<file path="config.mk">
export PLATFORM = sky130hd
export DESIGN_NAME = stack_sequencer
export DESIGN_NICKNAME = d
export VERILOG_FILES = /design/src/rtl/stack_sequencer_pkg.sv /design/src/rtl/stack_sequencer.sv
export SDC_FILE = /design/constraint.sdc
export NUM_CORES = 1
export LEC_CHECK = 0
export BUFFER_PORTS_ARGS = -buffer_cell sky130_fd_sc_hd__buf_2
export CAP_MARGIN = 15
export CORE_AREA = 2 2 49 51
export DETAILED_ROUTE_END_ITERATION = 6
export DIE_AREA = 0 0 51 53
export GPL_ROUTABILITY_DRIVEN = 0
export PLACE_DENSITY = 0.78
export SYNTH_ARGS = -nofsm -noshare
export SYNTH_HDL_FRONTEND = slang
export SYNTH_SLANG_ARGS = --single-unit
</file>
<file path="constraint.sdc">
create_clock -name clk -period 6.8 [get_ports clk]
set_clock_uncertainty 0.2 [all_clocks]
set_input_delay 2.04 -clock clk [delete_from_list [all_inputs] [get_ports clk]]
set_output_delay 2.04 -clock clk [all_outputs]
set_load 0.005 [all_outputs]
</file>
<file path="src/rtl/stack_sequencer_pkg.sv">
// Shared constants for the stack CPU sequencer.
//   - opcode codes (OP_NOP..OP_DUP); codes 8-15 behave as NOP
//   - stack_sel push-source codes (SEL_IMM, SEL_RAM, SEL_ALU, SEL_TOP)
//   - FSM state encoding (ST_IDLE, ST_EXEC)
//   - per-opcode helpers: minimum stack depth needed, and index of the last step
package stack_sequencer_pkg;

  localparam logic [3:0] OP_NOP  = 4'd0;
  localparam logic [3:0] OP_PUSH = 4'd1;
  localparam logic [3:0] OP_POP  = 4'd2;
  localparam logic [3:0] OP_SAVE = 4'd3;
  localparam logic [3:0] OP_LOAD = 4'd4;
  localparam logic [3:0] OP_ADD  = 4'd5;
  localparam logic [3:0] OP_SUB  = 4'd6;
  localparam logic [3:0] OP_DUP  = 4'd7;

  localparam logic [1:0] SEL_IMM = 2'd0;
  localparam logic [1:0] SEL_RAM = 2'd1;
  localparam logic [1:0] SEL_ALU = 2'd2;
  localparam logic [1:0] SEL_TOP = 2'd3;

  typedef enum logic {
    ST_IDLE = 1'b0,
    ST_EXEC = 1'b1
  } state_e;

  // Minimum stack occupancy an opcode needs to run without underflow.
  function automatic logic [1:0] op_need(input logic [3:0] op);
    case (op)
      OP_POP, OP_LOAD, OP_DUP: op_need = 2'd1;
      OP_SAVE, OP_ADD, OP_SUB: op_need = 2'd2;
      default:                 op_need = 2'd0;
    endcase
  endfunction

  // Index of the final execute step (E0 = 0).
  function automatic logic [1:0] op_last(input logic [3:0] op);
    case (op)
      OP_SAVE, OP_LOAD: op_last = 2'd2;
      OP_ADD, OP_SUB:   op_last = 2'd3;
      default:          op_last = 2'd0;
    endcase
  endfunction

endpackage

</file>
<file path="src/rtl/stack_sequencer.sv">
// Multi-cycle controller for the stack CPU datapath.
// Accepts one opcode + immediate per op_valid/op_ready handshake, then walks
// steps E0..En emitting Moore strobes decoded from {op, step}.
// Ports:
//   clk, rst         clock, synchronous active-high reset
//   op, imm          opcode and immediate, sampled on handshake
//   op_valid         requester has an op
//   op_ready         high only in IDLE
//   stack_push/pop   stack strobes (never together)
//   stack_sel        push source, held for every step of the op, 0 in IDLE
//   imm_q            registered immediate
//   ram_addr_load    RAM address <= top of stack
//   ram_write        RAM[addr] <= top of stack
//   alu_latch        ALU latch <= v1 op v0
//   alu_sub          subtract select, meaningful with alu_latch
//   depth            current stack occupancy
//   err              sticky refused-op flag, cleared only by rst
module stack_sequencer
  import stack_sequencer_pkg::*;
#(
  parameter int DEPTH = 8,
  parameter int DW    = 4
) (
  input  logic                         clk,
  input  logic                         rst,
  input  logic [3:0]                   op,
  input  logic [DW-1:0]                imm,
  input  logic                         op_valid,
  output logic                         op_ready,
  output logic                         stack_push,
  output logic                         stack_pop,
  output logic [1:0]                   stack_sel,
  output logic [DW-1:0]                imm_q,
  output logic                         ram_addr_load,
  output logic                         ram_write,
  output logic                         alu_latch,
  output logic                         alu_sub,
  output logic [$clog2(DEPTH+1)-1:0]   depth,
  output logic                         err
);

  localparam int DEPTH_W = $clog2(DEPTH+1);
  localparam logic [DEPTH_W-1:0] DEPTH_MAX = DEPTH_W'(DEPTH);

  state_e               state_q, state_d;
  logic [1:0]           step_q, step_d;
  logic [3:0]           op_q, op_d;
  logic [DEPTH_W-1:0]   depth_q;
  logic                 accept;
  logic                 refuse;

  assign accept = op_valid && op_ready;
  assign depth  = depth_q;

  // Guard evaluated against the depth at the accept edge; a refused op
  // still handshakes but runs as a single NOP step.
  always_comb begin
    refuse = (depth_q < DEPTH_W'(op_need(op))) ||
             (((op == OP_PUSH) || (op == OP_DUP)) && (depth_q == DEPTH_MAX));
  end

  // State register plus the registers that follow the strobes.
  always_ff @(posedge clk) begin
    if (rst) begin
      state_q <= ST_IDLE;
      step_q  <= 2'd0;
      op_q    <= OP_NOP;
      imm_q   <= '0;
      depth_q <= '0;
      err     <= 1'b0;
    end else begin
      state_q <= state_d;
      step_q  <= step_d;
      op_q    <= op_d;
      if (accept) begin
        imm_q <= imm;
        if (refuse) err <= 1'b1;
      end
      if (stack_push)     depth_q <= depth_q + 1'b1;
      else if (stack_pop) depth_q <= depth_q - 1'b1;
    end
  end

  // Next-state logic.
  always_comb begin
    state_d = state_q;
    step_d  = step_q;
    op_d    = op_q;
    case (state_q)
      ST_IDLE: begin
        if (accept) begin
          state_d = ST_EXEC;
          step_d  = 2'd0;
          op_d    = (refuse || op[3]) ? OP_NOP : op;
        end
      end
      ST_EXEC: begin
        if (step_q == op_last(op_q)) begin
          state_d = ST_IDLE;
          step_d  = 2'd0;
        end else begin
          step_d = step_q + 2'd1;
        end
      end
      default: begin
        state_d = ST_IDLE;
        step_d  = 2'd0;
      end
    endcase
  end

  // Moore output decode on {op, step}.
  always_comb begin
    op_ready      = (state_q == ST_IDLE);
    stack_push    = 1'b0;
    stack_pop     = 1'b0;
    stack_sel     = SEL_IMM;
    ram_addr_load = 1'b0;
    ram_write     = 1'b0;
    alu_latch     = 1'b0;
    alu_sub       = 1'b0;
    if (state_q == ST_EXEC) begin
      case (op_q)
        OP_PUSH: begin
          stack_push = 1'b1;
        end
        OP_POP: begin
          stack_pop = 1'b1;
        end
        OP_SAVE: begin
          case (step_q)
            2'd0: begin
              ram_addr_load = 1'b1;
              stack_pop     = 1'b1;
            end
            2'd1:    ram_write = 1'b1;
            2'd2:    stack_pop = 1'b1;
            default: ;
          endcase
        end
        OP_LOAD: begin
          stack_sel = SEL_RAM;
          case (step_q)
            2'd0: begin
              ram_addr_load = 1'b1;
              stack_pop     = 1'b1;
            end
            // step 1 waits out the RAM read latency
            2'd2:    stack_push = 1'b1;
            default: ;
          endcase
        end
        OP_ADD, OP_SUB: begin
          stack_sel = SEL_ALU;
          case (step_q)
            2'd0: begin
              alu_latch = 1'b1;
              alu_sub   = (op_q == OP_SUB);
            end
            2'd1:    stack_pop  = 1'b1;
            2'd2:    stack_pop  = 1'b1;
            2'd3:    stack_push = 1'b1;
            default: ;
          endcase
        end
        OP_DUP: begin
          stack_sel  = SEL_TOP;
          stack_push = 1'b1;
        end
        default: ;
      endcase
    end
  end

endmodule
</file>
# Word-level counts from Yosys, hierarchy flattened
# Cells that the tools add are included.
# classes
bitwise_logic,1
reduce_logical,16
addsub,3
order_cmp,1
eq_ne,20
muxes,33
# ops
op,count
"4-bit by 3-bit == test with 1-bit output, second input constant",8
1-bit 2-to-1 mux,19
"4-bit by 2-bit == test with 1-bit output, second input constant",4
4-bit 2-to-1 mux,3
2-bit case mux with 2 select lines,3
2-bit OR reduction,5
"4-bit by 1-bit == test with 1-bit output, second input constant",2
2-bit 2-to-1 mux,4
2-bit case mux with 3 select lines,1
3-bit OR reduction,2
"4-bit by 1-bit adder with 4-bit output, second input constant",1
"2-bit == test, second input constant",2
"4-bit == test, second input constant",1
4-bit by 2-bit less-than comparator with 1-bit output,1
1-bit case mux with 4 select lines,1
2-bit AND reduction,2
"4-bit by 1-bit subtractor with 4-bit output, second input constant",1
1-bit logical OR,3
1-bit case mux with 3 select lines,1
"2-bit by 1-bit adder with 2-bit output, second input constant",1
"2-bit by 1-bit == test with 1-bit output, second input constant",1
2-bit == test,1
1-bit logical AND,2
2-bit logical NOT,1
other kinds (4),4
# totals
out_inout_bits,18
elab_cells,80
reg_bits,16

# Depth between registers and ports, before layout
# logic_depth
word_depth,7
mapped_depth,11

# Worst setup path after synthesis
# Ideal clock, no wire load.
# synth_timing
kind,input to register
start,in op[2]
end,reg op_q[0]
cell_stages,9
arrival_ps,3547
setup_time_ps,117
n_path_buf,0
slack_ps,2936
path_cell_list,xor2_1 -> nand2_1 -> o21ai_0 -> nand2_1 -> ha_1 -> or4_1 -> a311oi_2 -> nor2_1 -> a22o_1
# synth_between
elab_chain_len,7
# synth_rtl
element,line_no,text
from (decl),stack_sequencer.sv:26,"input logic [3:0] op,"
4-bit by 2-bit == test with 1-bit output (tied with other cells),stack_sequencer_pkg.sv:29,case (op)
3-bit OR reduction,stack_sequencer_pkg.sv:29,
2-bit case mux with 2 select lines,stack_sequencer_pkg.sv:29,
4-bit by 2-bit less-than comparator with 1-bit output,stack_sequencer.sv:58,refuse = (depth_q < DEPTH_W'(op_need(op))) ||
1-bit logical OR (*),stack_sequencer.sv:58,
1-bit logical OR (*),stack_sequencer.sv:94,op_d = (refuse || op[3]) ? OP_NOP : op;
4-bit 2-to-1 mux (*),stack_sequencer.sv:94,
to (signal assigned),stack_sequencer.sv:74,op_q <= op_d;
to (decl),stack_sequencer.sv:47,"logic [3:0] op_q, op_d;"
# Mark *: on every way between the ends. The rest lies on a longest branch, timed or not.
# A chain may end at the register's enable or synchronous reset.

# Final worst setup path
# layout_timing
start,reg step_q[0]
end,out stack_push
# layout_between
elab_chain_len,4
# layout_rtl
element,line_no,text
from (decl),stack_sequencer.sv:46,"logic [1:0] step_q, step_d;"
from (signal assigned),stack_sequencer.sv:73,step_q <= step_d;
2-bit == test (on tied branches),"stack_sequencer.sv:155, stack_sequencer.sv:143",
1-bit 2-to-1 mux (on tied branches),"stack_sequencer.sv:155, stack_sequencer.sv:143",
1-bit case mux with 3 select lines (*),stack_sequencer.sv:123,case (op_q)
1-bit 2-to-1 mux (*),stack_sequencer.sv:122,if (state_q == ST_EXEC) begin
to (decl),stack_sequencer.sv:30,"output logic stack_push,"
# Marked as above.

==> impl_metrics.env <==
export IMPL_status="completed"
export IMPL_synth_largest_area_cell="dfxtp_1"
export IMPL_drv_cap=0
export IMPL_synth_avg_cell_area_um2=7.59
export IMPL_cts_setup_buffers=0
export IMPL_cts_tree="yes"
export IMPL_async_reset_ff_share_pct=0
export IMPL_path_delay_family="compound AO/OA/AOI/OAI gates"
export IMPL_yosys_warnings=0
export IMPL_grt_pass1_vias=1036
export IMPL_portBuffers=28
export IMPL_cp_common_cell="inv_1"
export IMPL_fmax_mhz=231
export IMPL_num_rows=17
export IMPL_endpoint_kind="primary output"
export IMPL_h_tree_depth=1
export IMPL_power_density_nw_per_um2=145
export IMPL_cts_repair_resized=0
export IMPL_grt_max_degree=17
export IMPL_cts_root_buf="clkbuf_4"
export IMPL_r2r_cells=11
export IMPL_path_depth=7
export IMPL_dr_pass1_iters=5
export IMPL_setup_viol=0
export IMPL_worst_pin_slew_ns=0.525
export IMPL_fill_cells=205
export IMPL_core_area_um2=2150
export IMPL_rsz0062_at_grt="false"
export IMPL_globalRouteOverflowTotal=0
export IMPL_route_vias_total=1163
export IMPL_slew_viol_final=0
export IMPL_syn_num_nets=166
export IMPL_routed_via_density=5.76
export IMPL_worstSetupStartpoint="step_q[0]$_SDFFE_PP0P_"
export IMPL_synth_distinct_cells=40
export IMPL_synth_edf_count=0
export IMPL_drive_above_1_share_pct=19.5
export IMPL_die_h_um=53
export IMPL_crit_path_top_delay_cell="dfxtp_1"
export IMPL_worstSetupStartpointType="flip-flop"
export IMPL_regToRegSetupSlack_ns=3.91
export IMPL_min_path_type="reg2reg"
export IMPL_routed_wl_um=2570
export IMPL_ant_nets=0
export IMPL_required_ns=4.56
export IMPL_dp_hpwl_um=2010
export IMPL_synth_main_ff_cell="dfxtp_1"
export IMPL_timing_rr_start="step_q[0]$_SDFFE_PP0P_"
export IMPL_synth_top_cell_area_share_pct=28.7
export IMPL_die_w_um=51
export IMPL_cp_max_fo=6
export IMPL_power_mw=0.187
export IMPL_multi_input_comb_area_um2=743
export IMPL_cts_sinks=16
export IMPL_insertion_delay_ns=0.27
export IMPL_hold_viol_final=0
export IMPL_cp_slowest_stage_delay_ns=0.43
export IMPL_worstSetupPathType="reg2out"
export IMPL_cts_buffer_depth=2
export IMPL_period_share_pct=63.7
export IMPL_floorplan_initialDensity_pct=52.0
export IMPL_syn_area_um2=1120
export IMPL_synthToLayoutAreaGrowth_pct=16.0
export IMPL_synth_area_leaders="dfxtp_1 29%, nand2_1 8.1%, ha_1 7.8%, a21oi_1 4.5%, nor2_1 4.0%"
export IMPL_drt_iter0_drc=28
export IMPL_ys_ff_latch=16
export IMPL_path_cells="inv_1, ha_1, nor4bb_1, a31o_2, o21ai_1, inv_1, buf_2"
export IMPL_crit_arrival_ns=2.09
export IMPL_detail_route_wl_per_cell_um=12.7
export IMPL_final_seq_area_um2=320
export IMPL_yosysSeqAreaShare_pct=28.7
export IMPL_groute_usage_overall_pct=20.6
export IMPL_diodes=0
export IMPL_nets=195
export IMPL_cts_inserted_buffers=3
export IMPL_period_needed_ns=4.33
export IMPL_critPathBufInv=3
export IMPL_grt_pass1_wl_um=4240
export IMPL_ir_worst_vdd_mv=0.123
export IMPL_drc=0
export IMPL_design_portCount=29
export IMPL_clk_pin_slew_ns=0.08
export IMPL_holdBufCountCts=0
export IMPL_max_slew_margin_rel_pct=64.9
export IMPL_antenna_found_initial=0
export IMPL_synth_cells=147
export IMPL_die_area_um2=2700
export IMPL_layout_commonest_cell="buf_2"
export IMPL_cp_endpoint="stack_push"
export IMPL_worstReg2RegEnd="depth[3]$_SDFFE_PP0P_"
export IMPL_final_cell_mix="28 x buf_2, 24 x nand2_1, 16 x dfxtp_1, 12 x nor2_1, 10 x a21oi_1"
export IMPL_leakage_nw=0.582
export IMPL_setup_tns_ns=0
## report_power, final
| group | internal, mW | switching (mW) | leakage (nW) |
|---|---|---|---|
| clock network | 0.0205 | 0.0264 | 0.0138 |
| registers | 0.0979 | 0.00646 | 0.130 |
| logic | 0.0157 | 0.0202 | 0.438 |
## state kept, by name, summed over array words and instances, names as in the netlist
name / count
step_q: 2
depth: 4
state_q: 1
op_q: 4
imm_q: 4
err: 1
## cell families after synthesis
logic type	synth area share (%)
AOI/OAI and AO/OA	23.5
adders and majority gates	9.64
DFF	28.7
muxes	1.79
and+or+nand+nor	28.5
xor gates and xnor gates	3.14
buffers and inverters	4.71
## metal layers
layer | up-vias | share of wire, % | global-route usage, %
met5 | - | 0 | 0
met4 | 0 | 1.2 | 11.7
met3 | 4 | 3.9 | 1.98
met2 | 42 | 48 | 37.4
met1 | 528 | 47 | 23.6
li1 | 589 | - | -
## Yosys cell counts, drive strengths merged, types with 2 or more instances
cell	instances
inv	9
nor2	12
dfxtp	16
or4	2
o21ai	7
ha	7
nand3	8
mux2i	2
xnor2	2
a211oi	3
a21oi	10
nand2	24
and2	2
a311oi	2
xor2	2
buf	3
nor2b	3
o211ai	2
nand2b	3
a31oi	3
a22o	3
nor3	5
o2111ai	2
## worst reg2reg max path, delay by kind of cell (launching register included)
| family | cells | cell delay (ns) |
|---|---|---|
| compound gates | 5 | 1.19 |
| fa+ha+maj | 2 | 0.56 |
| flops | 1 | 0.43 |
| simple gates | 3 | 0.31 |
| buf+inv | 1 | 0.09 |
## worst min path at each step
| stage | startpoint | endpoint | slack [ns] | depth (start not counted) |
|---|---|---|---|---|
| floorplan | imm_q[0]$_SDFFE_PP0P_ | imm_q[0]$_SDFFE_PP0P_ | 0.25 | 2 |
| global placement | imm_q[0]$_SDFFE_PP0P_ | imm_q[0]$_SDFFE_PP0P_ | 0.24 | 2 |
| detailed placement | imm_q[2]$_SDFFE_PP0P_ | imm_q[2]$_SDFFE_PP0P_ | 0.25 | 2 |
| CTS | imm_q[3]$_SDFFE_PP0P_ | imm_q[3]$_SDFFE_PP0P_ | 0.26 | 2 |
| global route | imm_q[3]$_SDFFE_PP0P_ | imm_q[3]$_SDFFE_PP0P_ | 0.29 | 2 |
| finish | imm_q[2]$_SDFFE_PP0P_ | imm_q[2]$_SDFFE_PP0P_ | 0.26 | 2 |
## per-stage QoR
step           std cells  hold WS [ns]  instance area (um^2)  utilization (%)  worst slack [ns]
2_1_floorplan        147         0.253                  1120                -              2.94
3_3_place_gp         199         0.242                  1270             59.2              2.74
3_5_place_dp         199         0.252                  1270             59.2              2.64
4_1_cts              202         0.264                  1290             60.3              2.48
5_1_grt              202         0.285                  1290             60.3              2.32
6_report             202         0.259                  1290             60.3              2.47
## cell type report
cell class / instances / share of cell area [%]
Inverter: 9 / 2.61
Multi-Input combinational cell: 118 / 57.4
Tap cell: 28 / 2.71
Clock buffer: 3 / 1.74
Sequential cell: 16 / 24.7
Timing Repair Buffer: 28 / 10.8
No activity file was read; power rests on OpenSTA's default activity.
